===== src/rtl/uart_tx_fifo_ctrl_if.sv =====
// Handshake/data bundle between the THR write side, the transmit FSM and the TX FIFO controller.
interface uart_tx_fifo_ctrl_if #(
  parameter int unsigned DATA_WIDTH = 8,
  parameter int unsigned ADDR_WIDTH = 4
);

  // Control and data driven into the FIFO controller
  logic                  fifo_en;
  logic                  tx_fifo_clr;
  logic                  wr_en;
  logic [DATA_WIDTH-1:0] wr_data;
  logic                  tsr_load;
  logic                  not_op;

  // Status and data returned by the FIFO controller
  logic [DATA_WIDTH-1:0] thr_data;
  logic                  thre;
  logic                  temt;
  logic [ADDR_WIDTH:0]   tx_level;
  logic                  tx_ovf;
  logic                  thre_evt;

  // Register file / transmit FSM side
  modport master (
    output fifo_en, tx_fifo_clr, wr_en, wr_data, tsr_load, not_op,
    input  thr_data, thre, temt, tx_level, tx_ovf, thre_evt
  );

  // FIFO controller side
  modport slave (
    input  fifo_en, tx_fifo_clr, wr_en, wr_data, tsr_load, not_op,
    output thr_data, thre, temt, tx_level, tx_ovf, thre_evt
  );

endinterface


===== src/rtl/uart_tx_fifo_ctrl.sv =====
// UART transmit holding-register scheduler: FIFO (16550 FIFO mode) or single holding slot,
// first-word-fall-through head data, THRE/TEMT status, fill level, overrun and THRE event.
module uart_tx_fifo_ctrl #(
  parameter int unsigned DATA_WIDTH = 8,
  parameter int unsigned DEPTH      = 16,
  parameter int unsigned ADDR_WIDTH = 4
) (
  input  logic                pclk,
  input  logic                presetn,
  uart_tx_fifo_ctrl_if.slave  bus
);

  localparam int unsigned CNT_W = ADDR_WIDTH + 1;

  logic [DATA_WIDTH-1:0] mem [DEPTH];

  logic [ADDR_WIDTH-1:0] wr_ptr;
  logic [ADDR_WIDTH-1:0] rd_ptr;
  logic [CNT_W-1:0]      count;
  logic                  fifo_en_q;
  logic                  tx_ovf_q;
  logic                  thre_evt_q;
  logic                  temt_q;

  logic [CNT_W-1:0]      cap;
  logic                  full;
  logic                  flush;
  logic                  pop_ok;
  logic                  push;
  logic                  drop;
  logic                  mem_we;
  logic [ADDR_WIDTH-1:0] wr_ptr_next;
  logic [ADDR_WIDTH-1:0] rd_ptr_next;
  logic [CNT_W-1:0]      count_next;
  logic                  tx_ovf_next;
  logic                  thre_evt_next;
  logic                  temt_next;

  // Occupancy decode and push/pop/drop arbitration; a flush overrides any same-cycle traffic
  always_comb begin
    cap    = fifo_en_q ? CNT_W'(DEPTH) : CNT_W'(1);
    full   = (count == cap);
    flush  = bus.tx_fifo_clr | (bus.fifo_en != fifo_en_q);
    pop_ok = bus.tsr_load & (count != '0);
    push   = bus.wr_en & (~full | pop_ok);
    drop   = bus.wr_en & full & ~pop_ok;
    mem_we = presetn & ~flush & push;
  end

  // Next-state values for pointers, count and status flags
  always_comb begin
    wr_ptr_next   = wr_ptr;
    rd_ptr_next   = rd_ptr;
    count_next    = count;
    tx_ovf_next   = tx_ovf_q;
    thre_evt_next = 1'b0;

    if (flush) begin
      wr_ptr_next = '0;
      rd_ptr_next = '0;
      count_next  = '0;
      tx_ovf_next = 1'b0;
    end else begin
      // Single-slot mode keeps both pointers parked on entry 0
      if (push) begin
        wr_ptr_next = fifo_en_q ? (wr_ptr + ADDR_WIDTH'(1)) : '0;
      end
      if (pop_ok) begin
        rd_ptr_next = fifo_en_q ? (rd_ptr + ADDR_WIDTH'(1)) : '0;
      end
      if (push && !pop_ok) begin
        count_next = count + CNT_W'(1);
      end else if (pop_ok && !push) begin
        count_next = count - CNT_W'(1);
      end
      if (drop) begin
        tx_ovf_next = 1'b1;
      end
      // Only a real pop draining the last entry raises the THRE event
      thre_evt_next = pop_ok & ~push & (count == CNT_W'(1));
    end

    temt_next = (count_next == '0) & bus.not_op;
  end

  // Control/status registers with synchronous active-low reset
  always_ff @(posedge pclk) begin
    if (!presetn) begin
      wr_ptr     <= '0;
      rd_ptr     <= '0;
      count      <= '0;
      tx_ovf_q   <= 1'b0;
      thre_evt_q <= 1'b0;
      temt_q     <= 1'b1;
      fifo_en_q  <= bus.fifo_en;
    end else begin
      wr_ptr     <= wr_ptr_next;
      rd_ptr     <= rd_ptr_next;
      count      <= count_next;
      tx_ovf_q   <= tx_ovf_next;
      thre_evt_q <= thre_evt_next;
      temt_q     <= temt_next;
      fifo_en_q  <= bus.fifo_en;
    end
  end

  // Character storage; contents need no reset since thr_data is qualified by thre
  always_ff @(posedge pclk) begin
    if (mem_we) begin
      mem[wr_ptr] <= bus.wr_data;
    end
  end

  // Head entry falls through combinationally; status derives from registered state
  always_comb begin
    bus.thr_data = mem[rd_ptr];
    bus.thre     = (count == '0);
    bus.temt     = temt_q;
    bus.tx_level = count;
    bus.tx_ovf   = tx_ovf_q;
    bus.thre_evt = thre_evt_q;
  end

endmodule

===== src/flat_wrapper.sv =====
// flat-port wrapper written by rule: the top's interface ports become plain ports
module uart_tx_fifo_ctrl_flat 
#(
  parameter int unsigned DATA_WIDTH = 8,
  parameter int unsigned DEPTH      = 16,
  parameter int unsigned ADDR_WIDTH = 4
)
  (pclk, presetn, bus_fifo_en, bus_tx_fifo_clr, bus_wr_en, bus_wr_data, bus_tsr_load, bus_not_op, bus_thr_data, bus_thre, bus_temt, bus_tx_level, bus_tx_ovf, bus_thre_evt);
  uart_tx_fifo_ctrl_if #(.DATA_WIDTH(DATA_WIDTH), .ADDR_WIDTH(ADDR_WIDTH)) bus_i ();
  input  logic pclk;
  input  logic presetn;
  input wire logic [$bits(bus_i.fifo_en)-1:0] bus_fifo_en;
  input wire logic [$bits(bus_i.tx_fifo_clr)-1:0] bus_tx_fifo_clr;
  input wire logic [$bits(bus_i.wr_en)-1:0] bus_wr_en;
  input wire logic [$bits(bus_i.wr_data)-1:0] bus_wr_data;
  input wire logic [$bits(bus_i.tsr_load)-1:0] bus_tsr_load;
  input wire logic [$bits(bus_i.not_op)-1:0] bus_not_op;
  output wire logic [$bits(bus_i.thr_data)-1:0] bus_thr_data;
  output wire logic [$bits(bus_i.thre)-1:0] bus_thre;
  output wire logic [$bits(bus_i.temt)-1:0] bus_temt;
  output wire logic [$bits(bus_i.tx_level)-1:0] bus_tx_level;
  output wire logic [$bits(bus_i.tx_ovf)-1:0] bus_tx_ovf;
  output wire logic [$bits(bus_i.thre_evt)-1:0] bus_thre_evt;
  assign bus_i.fifo_en = bus_fifo_en;
  assign bus_i.tx_fifo_clr = bus_tx_fifo_clr;
  assign bus_i.wr_en = bus_wr_en;
  assign bus_i.wr_data = bus_wr_data;
  assign bus_i.tsr_load = bus_tsr_load;
  assign bus_i.not_op = bus_not_op;
  assign bus_thr_data = bus_i.thr_data;
  assign bus_thre = bus_i.thre;
  assign bus_temt = bus_i.temt;
  assign bus_tx_level = bus_i.tx_level;
  assign bus_tx_ovf = bus_i.tx_ovf;
  assign bus_thre_evt = bus_i.thre_evt;
  uart_tx_fifo_ctrl #(.DATA_WIDTH(DATA_WIDTH), .DEPTH(DEPTH), .ADDR_WIDTH(ADDR_WIDTH)) u_core (.pclk(pclk), .presetn(presetn), .bus(bus_i));
endmodule

===== config.mk =====
export PLATFORM = sky130hd
export DESIGN_NAME = uart_tx_fifo_ctrl_flat
export DESIGN_NICKNAME = d
export VERILOG_FILES = /design/src/rtl/uart_tx_fifo_ctrl_if.sv /design/src/rtl/uart_tx_fifo_ctrl.sv /design/src/flat_wrapper.sv
export SDC_FILE = /design/constraint.sdc
export NUM_CORES = 1
export LEC_CHECK = 0
export BUFFER_PORTS_ARGS = -buffer_cell sky130_fd_sc_hd__buf_4
export CAP_MARGIN = 5
export CORE_MARGIN = 2
export CORE_UTILIZATION = 40
export CTS_BUF_LIST = sky130_fd_sc_hd__clkbuf_8
export DETAILED_ROUTE_END_ITERATION = 16
export PLACE_DENSITY = 0.65
export SKIP_CTS_REPAIR_TIMING = 1
export SLEW_MARGIN = 20
export SYNTH_ARGS = -nofsm -noshare
export SYNTH_HDL_FRONTEND = slang
export SYNTH_SLANG_ARGS = --single-unit

===== constraint.sdc =====
create_clock -name pclk -period 3.85 [get_ports pclk]
set_clock_uncertainty 0.1 [all_clocks]
set_input_delay 0.77 -clock pclk [delete_from_list [all_inputs] [get_ports pclk]]
set_output_delay 0.77 -clock pclk [all_outputs]
set_load 0.02 [all_outputs]

# Word-level counts from Yosys, hierarchy flattened
# Memories as Yosys holds them, arrays and structs flattened. A register that Yosys moved wholly into a read port is not among the register bits.
# Index checks and enable logic that the tools add are counted.
dict set report totals {
  reg_bits 17
  output_inout_bits 17
  mem_count 1
  ramBits 128
  in_bits 15
}
dict set report op_classes {
  n_reduce_logical 8
  eq_ne 3
  add_sub_neg 4
  mux 10
  bitwise 16
}
# name depth word_bits read_ports rd_clocked_by_memory_dff write_ports line
set mem_list {}
lappend mem_list {u_core.mem 16 8 1 1 1 uart_tx_fifo_ctrl.sv:15} ;# logic [DATA_WIDTH-1:0] mem [DEPTH];
# cell n
set op_table {}
lappend op_table {{$mux 5} 4}
lappend op_table {{$mux 4} 4}
lappend op_table {{$logic_not 5->1} 2}
lappend op_table {{$and 1x1->1} 9}
lappend op_table {{$add 4x1->4 const B} 2}
lappend op_table {{$add 5x1->5 const B} 1}
lappend op_table {{$eq 5x1->1 const B} 1}
lappend op_table {{$eq 5x5->1} 1}
lappend op_table {{$not 1->1} 5}
lappend op_table {{$reduce_bool 5->1} 1}
lappend op_table {{$sub 5x1->5 const B} 1}
lappend op_table {{$logic_and 1x1->1} 2}
lappend op_table {{$logic_not 1->1} 2}
lappend op_table {{$mux 1} 2}
lappend op_table {{$or 1x1->1} 2}
lappend op_table {{$reduce_or 2->1} 1}
lappend op_table {{$ne 1x1->1} 1}

# Longest topological paths before layout
dict set report depth {
  ltp_word 12
  ltp_mapped 9
}

# Worst setup path before layout
# OpenSTA, ideal clock, no wires.
dict set report synth_path {
  path_type {reg-to-output}
  from {register (tool-made name)}
  to {output port bus_thr_data[0]}
  stages_incl_launch_ff 5
  path_buffers 2
  slack_ns 1.106
  required_ns 2.980
  arrival_time_ns 1.874
  path_cell_list {dfxtp_1 clkbuf_1 buf_2 mux4_2 mux4_2}
}
# element line
set synth_rtl {}
lappend synth_rtl {{to (decl)} flat_wrapper.sv:18} ;# output wire logic [$bits(bus_i.thr_data)-1:0] bus_thr_data;

==> results.md <==
- Status: finished clean
- Largest net degree at the start of global routing: 33
- Worst slew pin tran: around 0.65 ns
- TNS Setup: 0 ns
- Fill cell count: 1243
- Site Rows: 44
- Final net count: just under 400
- First-pass GRT wire length: approximately 19000 microns
- Ys Warns: 0
- Count of cell types in the netlist: 42
- Post-Synthesis Cells: between 300 and 400
- Combinational family with the most area after synthesis: multiplexers
- Mux share of post-synthesis cell area: 0.151
- CTS Buffer Depth: 2
- CTS tree: done
- Setup crit end kind: output pin
- Sequential cell area fraction in the yosys report: 0.706
- Area of the mapped netlist: 0.00604 sq mm
- Number of global-route vias before repair: 3191
- Synth Area in Compound Gates: 0.0352
- Initial core utilization: 0.413
- Boundary Pins: 32
- CTS clk-pin slew, worst paths: 0.08 ns
- Post-synth EDFFs: 128
- Post-DRT Antenna Nets: 0
- Via count: 3124
- Unrepaired setup endpoints after global routing: false
- Yosys reg bits: between 100 and 150
- Design area: slightly below 0.007 sq mm
- Async set-or-reset flop fraction in the synthesized netlist: 0
- Syn Area/Cell: ~18 sq um
- Critical path required time: roughly 3.0 ns
- Synthesized-area fraction occupied by adder cells: 0.0186
- Final setup violation count: 0
- Setup crit start kind: register
- DR pass1 iterations: 4
- Peak supply drop: ~0.0002 V
- Initial antenna violation count: 0
- Rel. slew slack: 0.567
- Area delta synth->final: 13.0%
- Global placement routability congestion: 0.892
- Clock buffer count from CTS: 17
- XOR/XNOR Fraction of Synth Area: 0.00580
- Max cap viols: 0
- Main synth FF type: edfxtp_1
- Clock root buffer: clkbuf_8
- Die Width: between 100 and 150 microns
- Post-synthesis simple-gate area fraction: 0.0648
- Antenna cells: 0
- Worst-Skew Late Latency: between 0.4 and 0.5 ns
- Fin crit share: 0.885
- Syn nets: roughly 350
- Via density: around 5.5
- Hold WC Path Type: primary input to register
- Hold Vio Cnt, Final: 0
- Post-DP HPWL: between 8000 and 9000 microns
- CP Data Arrival Time: around 2.5 ns
- Total GRT Usage: 0.161
- Fmax: ~300 MHz
- Share of cells above drive strength 1: 0.284
- Max-slew violations: 0
- CTS HTree Levels: 4
- Die footprint: about 0.016 sq mm
- Routed WL: ~12000 microns
- Critical path class: register to output pin
- Port-buffer cells: 31
- Die height: 127 microns
- Worst Path Max Fanout: 25
- Pwr Density: ~430 mW/mm^2
- Placed cell areas: between 0.006 and 0.007 sq mm
- Cell taking the most area after synthesis: edfxtp_1
- Grt ovf: 0
- Final min period: 3.41 ns
- Top cells by area, synth: edfxtp_1, mux4_2, dfxtp_1
- CTS sink cnt: 149
- # DRC: 0
- Initial DRC Count: ~260
- Core ar.: 0.0146 sq mm
- Leak: around 2.1 nW
- Synth top area share: 0.636
- Wire per inst: between 20 and 25 microns
[per-stage QoR]
stage | hold WS, ns | cells | worst slack [ns] | power (W) | utilization
after detailed placement | 0.378 | 532 | 0.770 | 0.00188 | 0.441
final | 0.340 | 564 | 0.442 | 0.00295 | 0.466
after global routing | 0.307 | 564 | 0.314 | 0.00305 | 0.466
after global placement | 0.375 | 532 | 0.881 | 0.00188 | 0.441
after floorplan | 0.360 | 329 | 1.11 | 0.00183 | -
after CTS | 0.314 | 564 | 0.382 | 0.00298 | 0.466
[per-layer routing]
layer | routed length, microns | share of wire | global-route usage
met1 | 5370 | 0.44 | 0.217
met2 | 6110 | 0.50 | 0.259
met3 | 585 | 0.048 | 0.0493
met4 | 75 | 0.0062 | 0.0394
met5 | 0 | 0 | 0
[path summary, 6_finish.rpt]
kind	startpoint	endpoint	slack, ns	depth (start not counted)
worst max-delay path	register	bus_thr_data[7]	0.44	4
worst min register to register	u_core.bus.tx_ovf	u_core.bus.tx_ovf	0.39	2
worst min-delay path	bus_fifo_en	u_core.fifo_en_q	0.34	1
worst max register to register	u_core.bus.tx_level[0]	u_core.mem[1][0]	0.75	7
[sequential cells by signal (all words and copies together), names as in the netlist, named ones only]
| name | flops |
|---|---|
| u_core.bus.temt | 1 |
| u_core.bus.thre_evt | 1 |
| u_core.mem | 128 |
| u_core.bus.tx_level | 5 |
| u_core.fifo_en_q | 1 |
| u_core.rd_ptr | 4 |
| u_core.wr_ptr | 4 |
| u_core.bus.tx_ovf | 1 |
[power breakdown]
part / total [W] / switching [W] / internal, W
Combinational: 0.0000888 / 0.0000557 / 0.0000331
Clock: 0.00111 / 0.000594 / 0.000512
Sequential: 0.00176 / 0.00000510 / 0.00175
[critical path, stage by stage (launching register included)]
cell and delay [ns]:
dfxtp_2 0.53, buf_12 0.28, mux4_2 0.57, mux4_2 0.51, buf_4 0.18
[cells in the mapped netlist, types with 2 or more instances]
cell type  count
o21ai_0        6
mux4_2        40
nor2_1         6
buf_2          4
xnor2_1        2
dfxtp_1       21
nor2b_1        3
clkbuf_1       6
buf_6          2
nand3_1        9
buf_1          2
nor3b_1        2
ha_1           9
inv_1          9
o211ai_1       2
nor4_1         5
xor2_1         2
and3_1         2
a21oi_1       15
and2_1        19
nand2_1       11
edfxtp_1     128
nor3_1         5
[cell families (layout without fill, tap and decap cells)]
logic type,count (synthesis),after routing
mux,41,41
compound gates,33,33
buf+inv,24,75
xor+xnor,4,4
simple gates,69,69
flops,149,149
fa+ha+maj,9,9
[cell usage in the layout, fill, tap and decap left out, drive strengths merged, types with 2 or more instances in the layout]
master,instances
nor3b,2
buf,34
mux4,40
clkinv,6
and3,2
clkbuf,17
nor4,5
o211ai,2
clkinvlp,4
ha,9
a21oi,15
dfxtp,21
nor2,6
edfxtp,128
o21ai,7
nor3,5
xor2,2
and2,19
nor2b,3
inv,13
xnor2,2
nand2,11
nand3,9
[area by class of cell]
cell class              count  area [sq um]  area share
repair buffers             34           268      0.0392
well taps                 184           230      0.0337
flip-flops and latches    149          4270       0.625
inverters                   9          33.8     0.00495
multi-input cells         156          1660       0.244
clock buffers              17           234      0.0343
clock inverters            15           130      0.0191
Note: power is estimated with default switching activity, not from simulation.
